**src/rtl/lsu_dccm_arb.sv**
```systemverilog
// DCCM port arbiter: DC1 loads, store-buffer drain and a 2-deep DMA queue.
// Define RV_DCCM_ARB_STARVE_EN to enable store-buffer starvation forcing.
module lsu_dccm_arb #(
  parameter int AW         = 16,
  parameter int FDW        = 39,
  parameter int BANK_LSB   = 2,
  parameter int BANK_BITS  = 2,
  parameter int STARVE_MAX = 7
) (
  input  logic           clk,
  input  logic           rst,
  input  logic           ld_req,
  input  logic [AW-1:0]  ld_addr_lo,
  input  logic [AW-1:0]  ld_addr_hi,
  output logic           ld_stall,
  input  logic           sb_req,
  input  logic [AW-1:0]  sb_addr,
  input  logic [FDW-1:0] sb_wdata,
  output logic           sb_gnt,
  input  logic           dma_valid,
  input  logic           dma_write,
  input  logic [AW-1:0]  dma_addr,
  input  logic [FDW-1:0] dma_wdata,
  output logic           dma_ready,
  output logic           dma_rsp_valid,
  output logic [FDW-1:0] dma_rsp_data,
  output logic           dccm_wren,
  output logic           dccm_rden,
  output logic [AW-1:0]  dccm_wr_addr,
  output logic [AW-1:0]  dccm_rd_addr_lo,
  output logic [AW-1:0]  dccm_rd_addr_hi,
  output logic [FDW-1:0] dccm_wr_data,
  input  logic [FDW-1:0] dccm_rd_data_lo
);

  typedef struct packed {
    logic           wr;
    logic [AW-1:0]  addr;
    logic [FDW-1:0] data;
  } dma_ent_t;

  function automatic logic [BANK_BITS-1:0] bank(input logic [AW-1:0] a);
    return a[BANK_LSB +: BANK_BITS];
  endfunction

  dma_ent_t       fifo_q [2];
  dma_ent_t       head;
  logic           wp_q, wp_d;
  logic           rp_q, rp_d;
  logic [1:0]     cnt_q, cnt_d;
  logic           rr_q, rr_d;
  logic           rsp_p1_q;
  logic           rsp_v_q;
  logic [FDW-1:0] rsp_data_q;

  logic           head_vld;
  logic           rd_dma, rd_any;
  logic           dma_wc, pick_sb, pick_dma;
  logic [BANK_BITS-1:0] rb_lo, rb_hi, wr_bank;
  logic           conflict;
  logic           wr_go, rd_go;
  logic           sb_go, dma_wr_go, dma_rd_go;
  logic           push, pop;
  logic           starve_force;

  assign head     = fifo_q[rp_q];
  assign head_vld = (cnt_q != 2'd0);

  always_comb begin
    rd_dma   = ~ld_req & head_vld & ~head.wr;
    rd_any   = ld_req | rd_dma;
    rb_lo    = ld_req ? bank(ld_addr_lo) : bank(head.addr);
    rb_hi    = ld_req ? bank(ld_addr_hi) : bank(head.addr);
    dma_wc   = head_vld & head.wr;
    // rr_q high means the DMA side has priority on the next contention
    pick_sb  = starve_force | (sb_req & ~(dma_wc & rr_q));
    pick_dma = ~pick_sb & dma_wc;
    wr_bank  = pick_sb ? bank(sb_addr) : bank(head.addr);
    conflict = rd_any & (pick_sb | pick_dma) &
               ((wr_bank == rb_lo) | (wr_bank == rb_hi));
    wr_go    = (pick_sb | pick_dma) & (~conflict | starve_force);
    rd_go    = rd_any & ~(conflict & starve_force);
    sb_go    = ~rst & pick_sb & wr_go;
    dma_wr_go = ~rst & pick_dma & wr_go;
    dma_rd_go = ~rst & rd_dma & rd_go;
  end

  assign sb_gnt          = sb_go;
  assign dccm_wren       = ~rst & wr_go;
  assign dccm_rden       = ~rst & rd_go;
  assign dccm_wr_addr    = pick_sb ? sb_addr : head.addr;
  assign dccm_wr_data    = pick_sb ? sb_wdata : head.data;
  assign dccm_rd_addr_lo = ld_req ? ld_addr_lo : head.addr;
  assign dccm_rd_addr_hi = ld_req ? ld_addr_hi : head.addr;

  assign dma_ready = ~rst & (cnt_q != 2'd2);
  assign push      = dma_valid & dma_ready;
  assign pop       = dma_rd_go | dma_wr_go;

  always_comb begin
    wp_d  = push ? ~wp_q : wp_q;
    rp_d  = pop ? ~rp_q : rp_q;
    cnt_d = cnt_q + {1'b0, push} - {1'b0, pop};
    rr_d  = rr_q;
    if (sb_req & dma_wc & wr_go)
      rr_d = pick_sb;
  end

  always_ff @(posedge clk or posedge rst) begin
    if (rst) begin
      wp_q     <= 1'b0;
      rp_q     <= 1'b0;
      cnt_q    <= 2'd0;
      rr_q     <= 1'b0;
      rsp_p1_q <= 1'b0;
      rsp_v_q  <= 1'b0;
    end else begin
      wp_q     <= wp_d;
      rp_q     <= rp_d;
      cnt_q    <= cnt_d;
      rr_q     <= rr_d;
      rsp_p1_q <= dma_rd_go;
      rsp_v_q  <= rsp_p1_q;
    end
  end

  always_ff @(posedge clk) begin
    if (push)
      fifo_q[wp_q] <= '{wr: dma_write, addr: dma_addr, data: dma_wdata};
    if (rsp_p1_q)
      rsp_data_q <= dccm_rd_data_lo;
  end

  assign dma_rsp_valid = rsp_v_q;
  assign dma_rsp_data  = rsp_data_q;

`ifdef RV_DCCM_ARB_STARVE_EN
  localparam int SW = (STARVE_MAX > 0) ? $clog2(STARVE_MAX + 1) : 1;

  logic [SW-1:0] starve_q, starve_d;

  assign starve_force = sb_req & (starve_q == SW'(STARVE_MAX));
  assign ld_stall     = ~rst & starve_force & conflict & ld_req;

  always_comb begin
    starve_d = starve_q;
    if (sb_go)
      starve_d = '0;
    else if (sb_req & (starve_q != SW'(STARVE_MAX)))
      starve_d = starve_q + SW'(1);
  end

  always_ff @(posedge clk or posedge rst) begin
    if (rst)
      starve_q <= '0;
    else
      starve_q <= starve_d;
  end
`else
  assign starve_force = 1'b0;
  assign ld_stall     = 1'b0;
`endif

endmodule
```
**config.mk**
```make
export PLATFORM = sky130hd
export DESIGN_NAME = lsu_dccm_arb
export DESIGN_NICKNAME = d
export VERILOG_FILES = /design/src/rtl/lsu_dccm_arb.sv
export SDC_FILE = /design/constraint.sdc
export NUM_CORES = 1
export LEC_CHECK = 0
export BUFFER_PORTS_ARGS = -buffer_cell sky130_fd_sc_hd__buf_2
export CAP_MARGIN = 10
export CORE_AREA = 2 2 146 105
export CTS_CLUSTER_SIZE = 16
export DETAILED_ROUTE_END_ITERATION = 10
export DIE_AREA = 0 0 148 107
export PLACE_DENSITY = 0.9
export REMOVE_ABC_BUFFERS = 1
export SLEW_MARGIN = 40
export SYNTH_ARGS = -nofsm -noshare
export SYNTH_HDL_FRONTEND = slang
export SYNTH_SLANG_ARGS = --single-unit
```
**constraint.sdc**
```tcl
create_clock -name clk -period 4.3 [get_ports clk]
set_input_delay 0.215 -clock clk [delete_from_list [all_inputs] [get_ports clk]]
set_output_delay 0.215 -clock clk [all_outputs]
set_load 0.1 [all_outputs]
```
==> flow_summary.yaml, run 1 <==
cts:
  cts_resized: 0
  numCtsBuffers: 17
  root_buffer: "clkbuf_16"
  clk_pin_slew_ns: 0.06
  htreeDepth: 4
  post_cts_buffers: 0
  cts.sinks: 158
  clock_latency_ns: 0.42
  cts_buffer_depth: 2
  cts_tree: "done"
timing:
  setup_viol: 0
  min_period_over_period: 0.855
  hold_ws_ns: 0.0258
  worst_slew_pin_slew_ns: 0.810
  slew_headroom: 0.460
  min_period_ns: 3.68
  final_hold_viol_count: 0
  fin_setup_tns_ns: 0
  rsz0062_at_grt: "false"
  final_max_slew_viol_count: 0
  fin_skew_ns: 0.0168
  fmax_mhz: 272
yosys:
  synthAdderAreaFrac: 0.00375
  yosysTopAreaCell: "edfxtp_1"
  synth_most_common_cell: "edfxtp_1"
  ys_seq_area_frac: 0.705
  synth_xor_area_frac: 0.00918
  synth.distinct_cells: 35
  netlist_area_sq_um: 6680
  async_flop_share: 0.0443
  synth_compound_area_frac: 0.0777
  synth-edff-count: 151
  ys_ff_latch: 158
  synthSimpleGateAreaFrac: 0.0635
  muxShareOfSynthArea: 0.102
  syn_inst: 485
  avgSynthCellArea_sq_um: 13.8
  synth_warnings: 0
  yosysTopAreaCellShare: 0.679
  ys_top_cells_by_count: "edfxtp_1, mux2i_1, a21oi_1, o21ai_0, nand2_1"
  synth_top_family_by_area: "multiplexers"
  ys_top_cells_by_area: "edfxtp_1, mux2i_1, a21oi_1"
  synthFlopType: "edfxtp_1"
power:
  p_per_area_nw_per_um2: 721
  vdd_drop_max_v: 0.000609
  p_leak_uw: 0.00434
finish:
  nFillCells: 989
  regArea_sq_um: 4710
  area_delta_synth_final_pct: 48.9
  multi_input_area_sq_um: 1730
  layout-drive-gt1-share: 0.404
  nets: 1085
critical_path:
  start_kind: "register"
  worst-r2r-setup-slack_ns: 0.87
  path_max_fanout: 46
  cp.arrival_ns: 3.46
  worstSetupPathType: "reg -> out"
  cp_data_required_time_ns: 4.09
  cp-end-kind: "output port"
flow_run:
  maxCapViolations: 0
routing:
  drt_iter0_drc: 392
  drt-total-wl_microns: 18700
  dr.pass1.iters: 5
  drc: 0
  wl_per_cell_microns: 16.9
  dr_total_vias: 5420
  drtAntennaViolNets: 0
  viasPerCell: 4.91
die:
  die_width_microns: 148
  die_area_sq_um: 15800
  die_y_microns: 107
  start_util: 0.462
  rows: 37
  core_region_area_sq_um: 14400
  ios: 319
placed_design:
  port_buffers: 317
  hpwl_microns: 11700
  gp_congestion: 0.817
global_route:
  grt_max_degree: 48
  grt_pass1_vias: 5506
  track_usage: 0.234
  antenna_found_initial: 1
  grt_pass1_wl_microns: 27900
  grt.overflow.total: 0
run_status:
  status: "finished, final reports clean"
hold_path:
  hold_class: "in -> reg"
==> timing repair <==
action | 4_1_cts | 5_1_grt
setup endpoints to repair | 0 | 0
hold buffers | 95 | 0
hold endpoints to repair | 156 | 0
==> path summary, 6_finish.rpt <==
check | from | end | cells past startpoint
worst max-delay path | rp_q | sb_gnt | 8
worst min-delay path | dma_addr[13] | fifo_q[0][52] | 1
worst max register to register | rp_q | cnt_q[1] | 12
worst min register to register | cnt_q[1] | cnt_q[1] | 1
max in group asynchronous | rst | rp_q | 3
min in group asynchronous | rst | dma_rsp_valid | 3
==> metal layers <==
layer / share of wire / vias to the layer above / global-route usage
li1: - / 2579 / -
met1: 0.37 / 2545 / 0.249
met2: 0.54 / 256 / 0.439
met3: 0.073 / 40 / 0.0672
met4: 0.025 / 0 / 0.0891
met5: 0 / - / 0
==> stage by stage <==
step	util	instances	worst slack (ns)	power [uW]	area (sq um)
2_1_floorplan	-	459	-1.34	5110	6560
3_3_place_gp	0.585	977	0.982	5670	8450
3_5_place_dp	0.585	977	0.887	5710	8450
4_1_cts	0.689	1103	0.605	7150	9950
5_1_grt	0.689	1104	0.431	7420	9950
6_report	0.689	1104	0.622	7170	9950
==> worst max-delay path, stage by stage (launching register included) <==
cell     delay [ns]
dfrtp_4        0.57
buf_4          0.68
mux2_4         0.39
xor2_1         0.19
a31oi_1        0.10
mux2i_1        0.27
o22a_1         0.22
and3_1         0.17
buf_2          0.43
==> where the power goes <==
group	switching, uW	internal, uW
Sequential	96.6	1910
Clock	603	791
Combinational	3070	698
Total	3770	3400
==> registers in the layout, summed over array words and instances, names as in the netlist <==
register,cells
wp_q,1
dma_rsp_data,39
fifo_q,112
cnt_q,2
rp_q,1
rr_q,1
rsp_p1_q,1
dma_rsp_valid,1
==> cells by family (layout without fill, tap and decap cells) <==
kind of cell,Yosys count,in the layout
XOR/XNOR,7,7
AND/OR/NAND/NOR,93,93
flip-flops,158,158
adder cells (fa/ha/maj),2,2
multiplexers,65,65
other,1,2
buffers and inverters,61,484
AO/OA/AOI/OAI,98,98
==> cell usage in the layout (no fill, tap or decap), types with 2 or more instances in the layout <==
| cell | synthesis | final |
|---|---|---|
| mux2_2 | 4 | 4 |
| clkinv_4 | 0 | 2 |
| dlygate4sd3_1 | 0 | 95 |
| ha_1 | 2 | 2 |
| nand2_1 | 43 | 43 |
| and2_1 | 15 | 15 |
| xnor2_1 | 4 | 4 |
| buf_4 | 1 | 6 |
| o21ai_0 | 44 | 44 |
| a21oi_1 | 44 | 44 |
| nor3b_1 | 4 | 4 |
| and3_1 | 3 | 2 |
| clkbuf_16 | 0 | 17 |
| inv_1 | 34 | 34 |
| mux2i_1 | 57 | 57 |
| edfxtp_1 | 151 | 151 |
| buf_2 | 5 | 317 |
| inv_6 | 0 | 2 |
| clkinv_2 | 0 | 2 |
| dfrtp_1 | 7 | 6 |
| a31oi_1 | 4 | 4 |
| nand3_1 | 4 | 4 |
| clkinv_1 | 0 | 2 |
| nor2_1 | 21 | 20 |
| mux2_4 | 3 | 3 |
| xor2_1 | 3 | 3 |
| clkinvlp_4 | 0 | 5 |
==> layout make-up <==
class / count / share of cell area
repair buffers: 418 / 0.260
well taps: 195 / 0.0245
flip-flops and latches: 158 / 0.474
diodes: 1 / 0.000252
clock inverters: 14 / 0.0121
multi-input cells: 266 / 0.174
clock buffers: 17 / 0.0428
inverters: 35 / 0.0132
(Power assumes the default switching activity.)
==> run 2, diff against run 1 <==
--- a/config.mk
+++ b/config.mk
@@ -7,13 +7,13 @@
 export LEC_CHECK = 0
 export BUFFER_PORTS_ARGS = -buffer_cell sky130_fd_sc_hd__buf_2
 export CAP_MARGIN = 10
-export CORE_AREA = 2 2 146 105
+export CORE_AREA = 2 2 123 125
 export CTS_CLUSTER_SIZE = 16
 export DETAILED_ROUTE_END_ITERATION = 10
-export DIE_AREA = 0 0 148 107
+export DIE_AREA = 0 0 125 127
 export PLACE_DENSITY = 0.9
 export REMOVE_ABC_BUFFERS = 1
-export SLEW_MARGIN = 40
+export SLEW_MARGIN = 30
 export SYNTH_ARGS = -nofsm -noshare
 export SYNTH_HDL_FRONTEND = slang
 export SYNTH_SLANG_ARGS = --single-unit
==> run 2 against run 1 <==
Net effect: hold slack improved by 0.18 ns; setup slack improved by 0.012 ns; non-clock buffer count stayed put; routed wire length rose by 2.7%; register-to-register slack better by 0.07 ns; die area grew 0.25%; sequential share of layout area shrank 0.12 points; clock power is 6% higher; critical endpoint unchanged.
==> flow_summary.yaml, run 2 (synthesis gave the netlist of run 1 again) <==
run_status:
  status: "finished, final reports clean"
routing:
  wl_met1_microns: 6940
  wl_per_cell_microns: 17.6
  drt-total-wl_microns: 19200
  dr_wl_met3_microns: 1220
  dr_total_vias: 5504
  dr_wl_met2_microns: 10600
  drt_iter0_drc: 282
  drtAntennaViolNets: 0
  viasPerCell: 5.03
  drc: 0
  dr.pass1.iters: 5
  top_layer_used: "met4"
finish:
  nFillCells: 977
  nets: 1085
  final_util: 0.692
  largest_register: "fifo_q"
  layout-drive-gt1-share: 0.404
  layout_common_cells: "buf_2, edfxtp_1, dlygate4sd3_1"
  final_area_sq_um: 9980
  area_delta_synth_final_pct: 49.3
  largest_reg_flops: 112
  layout_commonest_cell: "buf_2"
die:
  core_region_area_sq_um: 14400
  rows: 44
  ios: 319
  die_area_sq_um: 15900
  die_y_microns: 127
  die_width_microns: 125
  start_util: 0.463
placed_design:
  hpwl_microns: 11800
  dp_slack_ns: 0.926
  post_dp_cell_area_sq_um: 8430
  gp_congestion: 0.852
  port_buffers: 317
critical_path:
  r2r_cells: 11
  cp.arrival_ns: 3.45
  worstSetupPathType: "reg -> out"
  worst-r2r-setup-slack_ns: 0.94
  r2r_start: "rp_q"
  cp-end-kind: "output port"
  start_kind: "register"
  path_max_fanout: 32
  r2r-end: "cnt_q[1]"
  cp_data_required_time_ns: 4.09
  startpoint: "rp_q"
global_route:
  antenna_found_initial: 1
  grt_max_degree: 57
  grt_pass1_vias: 5732
  grt.overflow.total: 0
  grt_pass1_wl_microns: 29200
  track_usage: 0.238
power:
  p_switching_uw: 3800
  p_int_uw: 3470
  p_total_uw: 7270
  p_seq_frac: 0.279
  p_per_area_nw_per_um2: 729
  p_sw_frac: 0.522
  p_leak_uw: 0.00438
  comb_power_share: 0.517
  clkPwrFrac: 0.204
  vdd_drop_max_v: 0.000628
cts:
  cts.sinks: 158
  clock_latency_ns: 0.42
  post_cts_buffers: 0
  clk_pin_slew_ns: 0.06
  ctsHoldBuffers: 96
  numCtsBuffers: 17
  cts_tree: "done"
  cts_buffer_depth: 2
  root_buffer: "clkbuf_16"
  htreeDepth: 4
  cts_resized: 0
timing:
  rsz0062_at_grt: "false"
  min_period_over_period: 0.853
  worst_slack_ns: 0.634
  worst_slew_pin_slew_ns: 0.917
  setup_viol: 0
  fmax_mhz: 273
  fin_skew_ns: 0.00798
  final_max_slew_viol_count: 0
  final_hold_viol_count: 0
  slew_headroom: 0.389
  min_period_ns: 3.67
hold_path:
  hold_path_end: "wp_q"
  hold_class: "in -> reg"
  whs_path_depth: 3
  hp-start: "dma_valid"
flow_run:
  maxCapViolations: 0
-- run 2: how the worst max path moves through the flow --
stage,to,depth (start not counted)
final,sb_gnt,7
after global routing,sb_gnt,7
after CTS,sb_gnt,7
after detailed placement,cnt_q[1],11
after global placement,cnt_q[1],11
after floorplan,dccm_wr_data[0],3
-- run 2: power groups by stage --
stage	clock network, uW	logic [uW]	registers [uW]
4_1_cts	1500	3740	2030
3_5_place_dp	0	3660	2050
2_1_floorplan	0	2760	2340
5_1_grt	1570	3890	2050
3_3_place_gp	0	3630	2050
6_report	1480	3760	2030
-- run 2: layout make-up --
class	instances	area [sq um]	area share
Multi-Input combinational cell	266	1730	0.173
Antenna cell	1	2.50	0.000251
Inverter	35	131	0.0132
Sequential cell	158	4710	0.472
Timing Repair Buffer	418	2580	0.259
Clock inverter	14	158	0.0158
Tap cell	184	230	0.0231
Clock buffer	18	429	0.0430
-- run 2: layer usage --
metal | global-route usage | vias to the layer above
met2 | 0.457 | 258
met5 | 0 | -
li1 | - | 2587
met4 | 0.0967 | 0
met3 | 0.0511 | 39
met1 | 0.254 | 2620
-- run 2: metrics by stage --
stage,hold WS [ns],TNS [ns],instances
after detailed placement,0.233,0,965
after CTS,0.193,0,1093
after floorplan,0.0366,-110.67,459
after global routing,0.231,0,1094
after global placement,0.227,0,965
final,0.209,0,1094
-- run 2: worst max-delay path, cell delays in order, from the launching register on --
cell,delay (ns)
dfrtp_4,0.63
mux2i_4,0.28
o21ai_4,0.69
mux2_4,0.37
mux2i_1,0.21
o22a_1,0.24
and3_1,0.17
buf_2,0.43
==> run 3, diff against run 2 <==
--- a/config.mk
+++ b/config.mk
@@ -7,10 +7,10 @@
 export LEC_CHECK = 0
 export BUFFER_PORTS_ARGS = -buffer_cell sky130_fd_sc_hd__buf_2
 export CAP_MARGIN = 10
-export CORE_AREA = 2 2 123 125
+export CORE_AREA = 2 2 157 98
 export CTS_CLUSTER_SIZE = 16
 export DETAILED_ROUTE_END_ITERATION = 10
-export DIE_AREA = 0 0 125 127
+export DIE_AREA = 0 0 159 100
 export PLACE_DENSITY = 0.9
 export REMOVE_ABC_BUFFERS = 1
 export SLEW_MARGIN = 30
==> run 3 against run 2 <==
Net effect: routed wire length decreased by 0.80%; register-to-register slack better by 0.12 ns; sequential share of layout area unchanged; first-iteration DRC count grew 32%; critical path depth rose by 1.
==> flow_summary.yaml, run 3 (synthesis gave the netlist of run 1 again) <==
critical_path:
  crit_chain: "buf_4, mux2_2, xor2_1, a31oi_1, mux2i_1, o22a_1, o211a_1, buf_2"
  cp_top_family: "buffers and inverters"
  critPathSlowestCell: "dfrtp_4"
  cp_data_required_time_ns: 4.09
  max_stage_delay_ns: 0.66
  cp-end-kind: "output port"
  cp.arrival_ns: 3.29
  crit_buf_inv: 2
  path_max_fanout: 20
  start_kind: "register"
  worstSetupPathType: "reg -> out"
die:
  rows: 35
  start_util: 0.454
  ios: 319
  core_region_area_sq_um: 14700
  die_area_sq_um: 15900
  die_y_microns: 100
  die_width_microns: 159
placed_design:
  gp_congestion: 0.893
  hpwl_microns: 12300
  port_buffers: 317
timing:
  fmax_mhz: 285
  min_period_over_period: 0.815
  worst_slew_pin_slew_ns: 0.768
  setup_viol: 0
  fin_skew_ns: 0.0151
  fin_setup_tns_ns: 0
  min_period_ns: 3.50
  final_max_slew_viol_count: 0
  rsz0062_at_grt: "false"
  final_hold_viol_count: 0
  slew_headroom: 0.487
routing:
  wl_per_cell_microns: 17.1
  drc: 0
  drt_iter0_drc: 373
  drt-total-wl_microns: 19100
  dr_total_vias: 5475
  drtAntennaViolNets: 0
  viasPerCell: 4.91
  dr.pass1.iters: 5
finish:
  layout_commonest_cell: "buf_2"
  regArea_sq_um: 4710
  nFillCells: 1050
  final_util: 0.678
  area_delta_synth_final_pct: 49.3
  largest_reg_flops: 112
  layout_common_cells: "buf_2, edfxtp_1, dlygate4sd3_1"
  multi_input_area_sq_um: 1730
  nets: 1086
  layout-drive-gt1-share: 0.408
  largest_register: "fifo_q"
global_route:
  grt_max_degree: 46
  grt.overflow.total: 0
  grt_pass1_wl_microns: 28600
  grt_pass1_vias: 5566
  antenna_found_initial: 2
  track_usage: 0.235
power:
  p_per_area_nw_per_um2: 722
  vdd_drop_max_v: 0.000668
  p_leak_uw: 0.00436
cts:
  clk_pin_slew_ns: 0.06
  cts_resized: 0
  htreeDepth: 4
  cts_buffer_depth: 2
  numCtsBuffers: 17
  root_buffer: "clkbuf_16"
  cts_tree: "done"
  cts.sinks: 158
  clock_latency_ns: 0.41
hold_path:
  hold_class: "in -> reg"
flow_run:
  maxCapViolations: 0
run_status:
  status: "finished, final reports clean"
==> run 3: routing by layer <==
metal,track usage,vias up,part of all wire
met5,0,-,0
met2,0.421,303,0.51
li1,-,2582,-
met1,0.273,2542,0.38
met3,0.0599,48,0.077
met4,0.0965,0,0.032
==> run 3: layout make-up <==
type                            instances  share of cell area
Timing Repair Buffer                  419               0.259
Inverter                               35              0.0132
Antenna cell                            2            0.000502
Clock inverter                         14              0.0132
Multi-Input combinational cell        266               0.173
Tap cell                              203              0.0255
Clock buffer                           18              0.0430
Sequential cell                       158               0.472
==> run 3: power breakdown <==
group | switching (uW) | internal [uW] | total, uW
combinational | 3070 | 702 | 3770
sequential | 112 | 1910 | 2020
clock | 649 | 762 | 1410
==> run 3: per-stage QoR <==
stage	total power [uW]	worst slack (ns)	cells	instance area (sq um)	hold WS, ns
6_report	7210	0.797	1115	9980	0.0222
2_1_floorplan	5110	-1.34	459	6560	0.0366
4_1_cts	7220	0.806	1110	9940	0.0000493
3_5_place_dp	5740	1.11	988	8480	0.236
5_1_grt	7450	0.697	1115	9980	0.00462
3_3_place_gp	5700	1.14	988	8480	0.228
==> run 3: final timing paths <==
| check | start | end | slack [ns] | cells past startpoint |
|---|---|---|---|---|
| setup / recovery | rp_q | dccm_wren | 0.80 | 8 |
| hold / removal | dma_wdata[20] | fifo_q[0][20] | 0.02 | 1 |
| setup reg to reg | rp_q | cnt_q[1] | 1.06 | 12 |
| hold reg to reg | cnt_q[1] | cnt_q[1] | 0.54 | 1 |
| max in group asynchronous | rst | rp_q | 3.59 | 3 |
| min in group asynchronous | rst | rsp_p1_q | 0.38 | 3 |
==> run 3: what timing repair did <==
action                    in CTS  in global routing
buffers inserted               0                  0
hold buffers                  90                  3
hold endpoints to repair     146                  4
==> run 3: worst reg2reg max path: cells and delay by family (launching register included) <==
| family | cells | cell delay, ns |
|---|---|---|
| compound gates | 2 | 0.25 |
| fa+ha+maj | 2 | 0.43 |
| flops | 1 | 0.66 |
| xor+xnor | 3 | 0.47 |
| simple gates | 1 | 0.25 |
| mux | 2 | 0.66 |
| buf+inv | 2 | 0.45 |
